## config.mk

```make
export PLATFORM = sky130hd
export DESIGN_NAME = ctl_trigger_multi
export DESIGN_NICKNAME = d
export VERILOG_FILES = /design/src/rtl/ctl_trigger_multi.sv
export SDC_FILE = /design/constraint.sdc
export NUM_CORES = 1
export LEC_CHECK = 0
export CELL_PAD_IN_SITES_DETAIL_PLACEMENT = 0
export CELL_PAD_IN_SITES_GLOBAL_PLACEMENT = 2
export CORE_MARGIN = 3
export CORE_UTILIZATION = 33
export DETAILED_ROUTE_END_ITERATION = 12
export PLACE_DENSITY_LB_ADDON = 0.1
export SLEW_MARGIN = 15
export SYNTH_ARGS = -nofsm -noshare
export SYNTH_HDL_FRONTEND = slang
export SYNTH_SLANG_ARGS = --single-unit
```

## constraint.sdc

```tcl
create_clock -name clk -period 3.12 [get_ports clk]
set_clock_uncertainty 0.1 [all_clocks]
set_input_delay 0.936 -clock clk [delete_from_list [all_inputs] [get_ports clk]]
set_output_delay 0.936 -clock clk [all_outputs]
set_load 0.02 [all_outputs]
```

## src/rtl/ctl_trigger_multi.sv

```systemverilog
// ctl_trigger_multi: per-channel gun/mouse trigger controller with debounce, hit window, cooldown and saturating counters
module ctl_trigger_multi #(
    parameter int N_CH            = 2,
    parameter int DEBOUNCE_CYCLES = 4,
    parameter int HIT_WINDOW      = 16,
    parameter int COOLDOWN        = 32,
    parameter int CNT_W           = 8
) (
    input  logic                  clk,
    input  logic                  rst,
    input  logic [N_CH-1:0]       gun_is_connected,
    input  logic [N_CH-1:0]       gun_trigger,
    input  logic [N_CH-1:0]       gun_photodetector,
    input  logic [N_CH-1:0]       mouse_left,
    input  logic [N_CH-1:0]       mouse_on_target,
    output logic [N_CH-1:0]       flash_req,
    output logic [N_CH-1:0]       shot_fired,
    output logic [N_CH-1:0]       hit,
    output logic [N_CH-1:0]       miss,
    output logic [N_CH*CNT_W-1:0] shot_count,
    output logic [N_CH*CNT_W-1:0] hit_count
);
    localparam int DB_W  = $clog2(DEBOUNCE_CYCLES + 1);
    localparam int TM_MX = (HIT_WINDOW > COOLDOWN) ? HIT_WINDOW : COOLDOWN;
    localparam int TM_W  = $clog2(TM_MX + 1);

    typedef enum logic [1:0] {S_IDLE, S_FLASH, S_RESULT, S_COOL} state_t;

    genvar g;
    generate
        for (g = 0; g < N_CH; g++) begin : g_ch
            logic [1:0]       r_trig_sync;
            logic [1:0]       r_pd_sync;
            logic [DB_W-1:0]  r_db_cnt;
            logic             r_deb;
            logic             r_deb_q;
            logic             r_ml_q;
            logic             r_flag;
            logic             r_flash;
            logic             r_shot;
            logic             r_hit;
            logic             r_miss;
            logic [TM_W-1:0]  r_tmr;
            logic [CNT_W-1:0] r_shots;
            logic [CNT_W-1:0] r_hits;
            state_t           r_state;
            logic             w_gun;
            logic             w_shot;

            assign w_gun  = gun_is_connected[g];
            assign w_shot = w_gun ? (r_deb & ~r_deb_q) : (mouse_left[g] & ~r_ml_q);

            // synchronise the raw gun inputs, debounce the trigger and keep previous levels for edge detection
            always_ff @(posedge clk) begin
                if (!rst) begin
                    r_trig_sync <= '0;
                    r_pd_sync   <= '0;
                    r_db_cnt    <= '0;
                    r_deb       <= 1'b0;
                    r_deb_q     <= 1'b0;
                    r_ml_q      <= 1'b0;
                end else begin
                    r_trig_sync <= {r_trig_sync[0], gun_trigger[g]};
                    r_pd_sync   <= {r_pd_sync[0], gun_photodetector[g]};
                    r_deb_q     <= r_deb;
                    r_ml_q      <= mouse_left[g];
                    if (r_trig_sync[1] == r_deb) begin
                        r_db_cnt <= '0;
                    end else if (r_db_cnt == DB_W'(DEBOUNCE_CYCLES - 1)) begin
                        r_deb    <= r_trig_sync[1];
                        r_db_cnt <= '0;
                    end else begin
                        r_db_cnt <= r_db_cnt + 1'b1;
                    end
                end
            end

            // shot state machine with registered pulses and saturating counters
            always_ff @(posedge clk) begin
                if (!rst) begin
                    r_state <= S_IDLE;
                    r_tmr   <= '0;
                    r_flag  <= 1'b0;
                    r_flash <= 1'b0;
                    r_shot  <= 1'b0;
                    r_hit   <= 1'b0;
                    r_miss  <= 1'b0;
                    r_shots <= '0;
                    r_hits  <= '0;
                end else begin
                    r_shot <= 1'b0;
                    r_hit  <= 1'b0;
                    r_miss <= 1'b0;
                    case (r_state)
                        S_IDLE: begin
                            if (w_shot) begin
                                r_state <= w_gun ? S_FLASH : S_RESULT;
                                r_flash <= w_gun;
                                r_flag  <= ~w_gun & mouse_on_target[g];
                                r_tmr   <= '0;
                                r_shot  <= 1'b1;
                                if (r_shots != '1) r_shots <= r_shots + 1'b1;
                            end
                        end
                        S_FLASH: begin
                            if (!w_gun) begin
                                r_state <= S_IDLE;
                                r_flash <= 1'b0;
                            end else begin
                                r_flag <= r_flag | r_pd_sync[1];
                                if (r_tmr == TM_W'(HIT_WINDOW - 1)) begin
                                    r_state <= S_RESULT;
                                    r_flash <= 1'b0;
                                end else begin
                                    r_tmr <= r_tmr + 1'b1;
                                end
                            end
                        end
                        S_RESULT: begin
                            r_hit   <= r_flag;
                            r_miss  <= ~r_flag;
                            r_tmr   <= '0;
                            r_state <= S_COOL;
                            if (r_flag && r_hits != '1) r_hits <= r_hits + 1'b1;
                        end
                        S_COOL: begin
                            if (r_tmr == TM_W'(COOLDOWN - 1)) r_state <= S_IDLE;
                            else r_tmr <= r_tmr + 1'b1;
                        end
                        default: r_state <= S_IDLE;
                    endcase
                end
            end

            assign flash_req[g]                  = r_flash;
            assign shot_fired[g]                 = r_shot;
            assign hit[g]                        = r_hit;
            assign miss[g]                       = r_miss;
            assign shot_count[g*CNT_W +: CNT_W]  = r_shots;
            assign hit_count[g*CNT_W +: CNT_W]   = r_hits;
        end
    endgenerate
endmodule

```

==> metrics.txt, run 1 <==
Lkg Pwr=1.58 nW; Tmin final=2.68 ns; DP HPWL=6.16 mm; Ports=52; Yosys reg bits=78; Synth Cell Area=3670 µm²; remaining global-route overflow=0; Post-Syn Nets=447; worst min path class=register to register; initial drt markers=160; routability cong.=0.766; Final Setup Violations=0; RSZ-0062 raised after global routing=false; first-pass GRT wire length=15.1 mm; Crit Path Class=input port to register; Power Total=2.12 mW; Pwr Density=465 nW/µm²; number of synthesized flops with an enable pin=0; final hold vios=0; Synth top cells by count=78 x dfxtp_1, 35 x nor2_1, 33 x a21oi_1, 23 x nand3_1, 21 x nand2_1; die height=111 µm; area of the multi-input gates=1890 µm²; area delta synth->final=24.2%; drt total wl=8.87 mm; ant diodes=0; CTS Sinks=78; dominant cells by area after synthesis=dfxtp_1 43%, a21oi_1 4.5%, nor2_1 3.6%, ha_1 3.4%, nand3_1 3.1%; dominant cell by count in the synthesized netlist=dfxtp_1; floorplan core area=10600 µm²; Max-Cap Viols=0; die footprint=12400 µm²; Synth area leader=dfxtp_1; async set-reset flop share out of synthesis=0; CTS root buffer=clkbuf_8; Critical Path Max Stage Delay=0.55 ns; setup slack after layout=0.438 ns; Synth cell types=54; Max Root-Sink Buffers=2; top-area cell type share of the netlist area=0.425; DRT Pass-1 Iters=5; Cells after Synth=425; Hold-fix buffers, CTS=0; # fillers=1089; CP Capture Type=register; CP Cell Sequence=clkdlybuf4s50_1 -> or3b_1 -> a211o_1 -> or4_1 -> a21oi_1; Setup crit start kind=input port; layout cells sized above 1=0.0651; Max Slew Vio Count=0; row count=37; Clk Latency, worst-skew pair=0.35 ns; IO Port Bufs=51; largest net degree at the start of global routing=48; Non-Filler Instances=612; Max Freq=373 MHz; CTS clk-pin slew, worst paths=0.08 ns; via count=3276; initial core utilization=0.348; H-tree depth=3; worst path required time=3.31 ns; Slew HR=0.582; WP data arrival=2.87 ns; vias in the first global route=3192; PostCTS Resize Cnt=0; Least-Margin Pin Slew=0.626 ns; Ys Warns=0; Tcrit/Tclk final=0.860; Peak VDD IR=0.210 mV; Via density=5.35; register area=1560 µm²; wire length per cell=14.5 µm; fin area=4560 µm²; Placement Setup Slack=0.0803 ns; Sum Neg Setup Slack=0 ns; All-Layer GR Usage=0.145; antenna viol nets, final=0; placed cell count=596; Crit-path slowest cell=or4_1; TritonCTS Buffers=9; drt drc=0; # Post-CTS Setup Buffers=0; Die X=111 µm; status=finished, final reports clean; top cell family by delay on the critical path=simple AND/OR/NAND/NOR gates; CTS tree=yes; Placement Cell Area=4320 µm²; crit-path max FO=12; Buf+Inv Stages, Crit Path=1; ys flop type=dfxtp_1; Seq/Total Area, Yosys=0.425; Nets=493; initial antenna violation count=0; Avg Inst Size Synth=8.64 µm²
[through the flow]
stage	hold slack, ns	util
2_1_floorplan	0.299	-
3_3_place_gp	0.309	0.409
3_5_place_dp	0.312	0.409
4_1_cts	0.329	0.432
5_1_grt	0.343	0.432
6_report	0.320	0.432
[power by group]
| group | total (mW) | switching, mW | leakage [nW] | internal [mW] |
|---|---|---|---|---|
| clock network | 0.907 | 0.376 | 0.112 | 0.531 |
| logic | 0.156 | 0.0836 | 0.837 | 0.0728 |
| registers | 1.06 | 0.0353 | 0.632 | 1.02 |
[worst reg2reg max path, stage by stage (launching register included)]
cell	delay (ns)
dfxtp_1	0.51
nor4bb_1	0.51
o221ai_1	0.21
buf_4	0.20
buf_4	0.15
or3_1	0.30
a21oi_1	0.13
[sequential cells by signal, summed over array words and instances, names as in the netlist, 4 cells and up]
name,cells
g_ch.r_db_cnt,6
g_ch.r_hits,16
g_ch.r_pd_sync,4
g_ch.r_shots,16
g_ch.r_state,4
g_ch.r_tmr,12
g_ch.r_trig_sync,4
[area by class of cell]
| type | instances | area share |
|---|---|---|
| tap | 136 | 0.0373 |
| clock buffer | 10 | 0.0280 |
| timing repair buffer | 65 | 0.138 |
| sequential | 78 | 0.342 |
| clock inverter | 6 | 0.0241 |
| inverter | 20 | 0.0165 |
| multi-input combinational | 297 | 0.414 |
[routing by layer]
layer  GRT usage  part of all wire  vias to the layer above
met5           0                 0                        -
li1            -                 -                     1653
met4      0.0341            0.0062                        0
met1       0.199              0.50                     1552
met2       0.222              0.44                       65
met3      0.0462             0.048                        6
[cell usage in the layout, fill, tap and decap left out, types with 8 or more instances in the layout]
cell type,netlist,routed
o211ai_1,8,8
and2_1,13,13
or3_1,9,9
nand4_1,8,8
a21oi_1,33,33
nand2_1,21,21
inv_1,20,20
o21ai_0,18,18
o31ai_1,11,11
ha_1,10,10
clkbuf_8,0,9
or4_1,13,13
nand3_1,23,23
buf_4,8,13
xnor2_1,8,8
clkdlybuf4s50_1,0,51
nor2_1,35,35
dfxtp_1,78,78
[cell families after synthesis]
| family | count (synthesis) | synth area share |
|---|---|---|
| AO/OA/AOI/OAI | 111 | 0.197 |
| buffers and inverters | 50 | 0.0607 |
| multiplexers | 5 | 0.0136 |
| AND/OR/NAND/NOR | 160 | 0.243 |
| flip-flops | 78 | 0.425 |
| adder cells (fa/ha/maj) | 10 | 0.0341 |
| XOR/XNOR | 11 | 0.0262 |
[final timing paths]
path	from	endpoint	slack, ns	depth (start not counted)
worst min register to register	g_ch[1].r_db_cnt[0]	g_ch[1].r_db_cnt[0]	0.32	1
worst max register to register	g_ch[0].r_state[0]	g_ch[0].r_shots[2]	0.96	6
worst min-delay path	g_ch[1].r_db_cnt[0]	g_ch[1].r_db_cnt[0]	0.32	1
worst max-delay path	mouse_left[1]	g_ch[1].r_shots[5]	0.44	5
(Power assumes the default switching activity.)
==> run 2: changes to the inputs <==
--- a/config.mk
+++ b/config.mk
@@ -10,7 +10,8 @@
 export CORE_MARGIN = 3
 export CORE_UTILIZATION = 33
 export DETAILED_ROUTE_END_ITERATION = 12
-export PLACE_DENSITY_LB_ADDON = 0.1
+export GPL_TIMING_DRIVEN = 0
+export PLACE_DENSITY_LB_ADDON = 0.05
 export SLEW_MARGIN = 15
 export SYNTH_ARGS = -nofsm -noshare
 export SYNTH_HDL_FRONTEND = slang
==> metrics.txt, run 2 (same netlist as run 1, synthesis figures left out) <==
Tcrit/Tclk final=0.944 (+0.0841); initial antenna violation count=0 (unchanged); WP data arrival=3.06 ns (+0.19 ns); area delta synth->final=25.3%; CP dominant cell by count=buf_2; CP Cell Sequence=clkdlybuf4s50_1 -> or3b_1 -> buf_2 -> a211o_1 -> buf_2 -> o41ai_1 -> a21oi_1; Nets=509 (+3.2%); Sum Neg Setup Slack=0 ns (unchanged); RSZ-0062 raised after global routing=false; commonest non-fill, non-tap cell in the layout=dfxtp_1; Setup crit start kind=input port; Lkg Pwr=1.60 nW (+0.99%); crit-path max FO=10 (-2); CTS Sinks=78 (unchanged); Max-Cap Viols=0 (unchanged); antenna viol nets, final=0 (unchanged); Worst Hold Slack=0.323 ns (+0.00234 ns); first-pass GRT wire length=15.5 mm (+2.5%); Least-Margin Pin Slew=0.639 ns (+0.0131 ns); Hold-fix buffers, CTS=0 (unchanged); largest registers in the final layout=g_ch.r_hits x16, g_ch.r_shots x16, g_ch.r_tmr x12; H-tree depth=3 (unchanged); initial drt markers=107 (-33%); Placement Setup Slack=-0.200 ns (-0.280 ns); DRT Pass-1 Iters=4 (-1); end of the critical path=g_ch[1].r_shots[5]; Max Freq=340 MHz (-8.9%); die footprint=12400 µm² (unchanged); Die X=111 µm (unchanged); largest net degree at the start of global routing=14 (-71%); drt total wl=9.09 mm (+2.5%); R2R depth=6 (unchanged); # fillers=1084 (-0.46%); PostCTS Resize Cnt=0 (unchanged); floorplan core area=10600 µm² (unchanged); Non-Filler Instances=628 (+2.6%); Peak VDD IR=0.345 mV (+64%); worst r2r src=g_ch[0].r_state[0]; ant diodes=0 (unchanged); wire length per cell=14.5 µm (about the same); layout cells sized above 1=0.0589 (-0.00618); status=finished, final reports clean; Max Root-Sink Buffers=2 (unchanged); worst min path class=register to register; # Post-CTS Setup Buffers=0 (unchanged); setup slack after layout=0.175 ns (-0.262 ns); Tmin final=2.94 ns (+0.262 ns); row count=37 (unchanged); initial core utilization=0.348 (unchanged); final hold vios=0 (unchanged); CP Capture Type=register; Crit-path slowest cell=clkdlybuf4s50_1; Crit Path Class=input port to register; die height=111 µm (unchanged); CTS clk-pin slew, worst paths=0.09 ns (about the same); routability cong.=0.793 (+3.6%); Critical Path Max Stage Delay=0.53 ns (-0.02 ns); DP HPWL=6.42 mm (+4.2%); Max Slew Vio Count=0 (unchanged); Slew HR=0.574 (-0.00817); top cell family by delay on the critical path=buffers and inverters; vias in the first global route=3150 (-1.3%); Worst Setup SP=gun_is_connected[1]; All-Layer GR Usage=0.150 (+0.00560); Worst R2R End=g_ch[0].r_shots[4]; Via density=5.27 (-1.6%); R2R setup slack=0.87 ns (-0.09 ns); worst path required time=3.24 ns (-0.07 ns); placed cell count=612 (+2.7%); Final Setup Violations=0 (unchanged); commonest cells after routing, fill and taps aside=78 x dfxtp_1, 51 x clkdlybuf4s50_1, 35 x nor2_1; Buf+Inv Stages, Crit Path=3 (+2); CTS root buffer=clkbuf_8; via count=3309 (+1.0%); drt drc=0 (unchanged); Pwr Density=467 nW/µm² (+0.57%); Ports=52 (unchanged); remaining global-route overflow=0 (unchanged); Critical Path Stages=7 (+2); CTS tree=yes; TritonCTS Buffers=9 (unchanged); Clk Latency, worst-skew pair=0.35 ns (about the same); Core Util, Final=0.436 (+0.00379); IO Port Bufs=51 (unchanged)
[run 2: cell count changes in the layout (fill, tap and decap cells not counted)]
cell,previous run,this run
buf_1,0,2
buf_2,0,3
buf_4,13,8
clkbuf_2,0,1
clkbuf_8,9,10
clkinvlp_4,2,1
clkbuf_1,1,17
clkinv_4,0,1
buf_12,1,0
clkinv_2,1,0
[run 2: worst min-delay path by stage]
stage                        startpoint                  end  slack (ns)  cells after the start
detailed placement  g_ch[1].r_db_cnt[0]  g_ch[1].r_db_cnt[0]        0.31                      1
floorplan           g_ch[0].r_db_cnt[0]  g_ch[0].r_db_cnt[0]        0.30                      1
finish              g_ch[0].r_db_cnt[0]  g_ch[0].r_db_cnt[0]        0.32                      1
global route        g_ch[1].r_db_cnt[0]  g_ch[1].r_db_cnt[0]        0.33                      1
global placement    g_ch[0].r_db_cnt[0]  g_ch[0].r_db_cnt[0]        0.31                      1
CTS                 g_ch[1].r_db_cnt[0]  g_ch[1].r_db_cnt[0]        0.32                      1
[run 2: area by class of cell]
type	instances	area [µm²]	share of cell area
inverters	20	75.1	0.0163
well taps	136	170	0.0370
clock buffers	11	141	0.0307
repair buffers	51	510	0.111
plain buffers	30	148	0.0321
flip-flops and latches	78	1560	0.340
clock inverters	5	106	0.0231
multi-input cells	297	1890	0.410
[run 2: metrics by stage]
stage	instance area, µm²	power, mW
floorplan	3670	1.17
global placement	4350	1.24
detailed placement	4350	1.24
CTS	4600	2.19
global route	4600	2.24
finish	4600	2.15
[run 2: per-layer routing]
metal	share of wire	global-route usage
met1	0.51	0.202
met2	0.44	0.234
met3	0.044	0.0484
met4	0.0060	0.0422
met5	0	0
[run 2: report_power, final]
| part | switching [mW] | total [mW] | internal (mW) |
|---|---|---|---|
| Clock | 0.383 | 0.938 | 0.555 |
| Sequential | 0.0229 | 1.04 | 1.02 |
| Combinational | 0.101 | 0.168 | 0.0675 |
| Total | 0.506 | 2.15 | 1.64 |
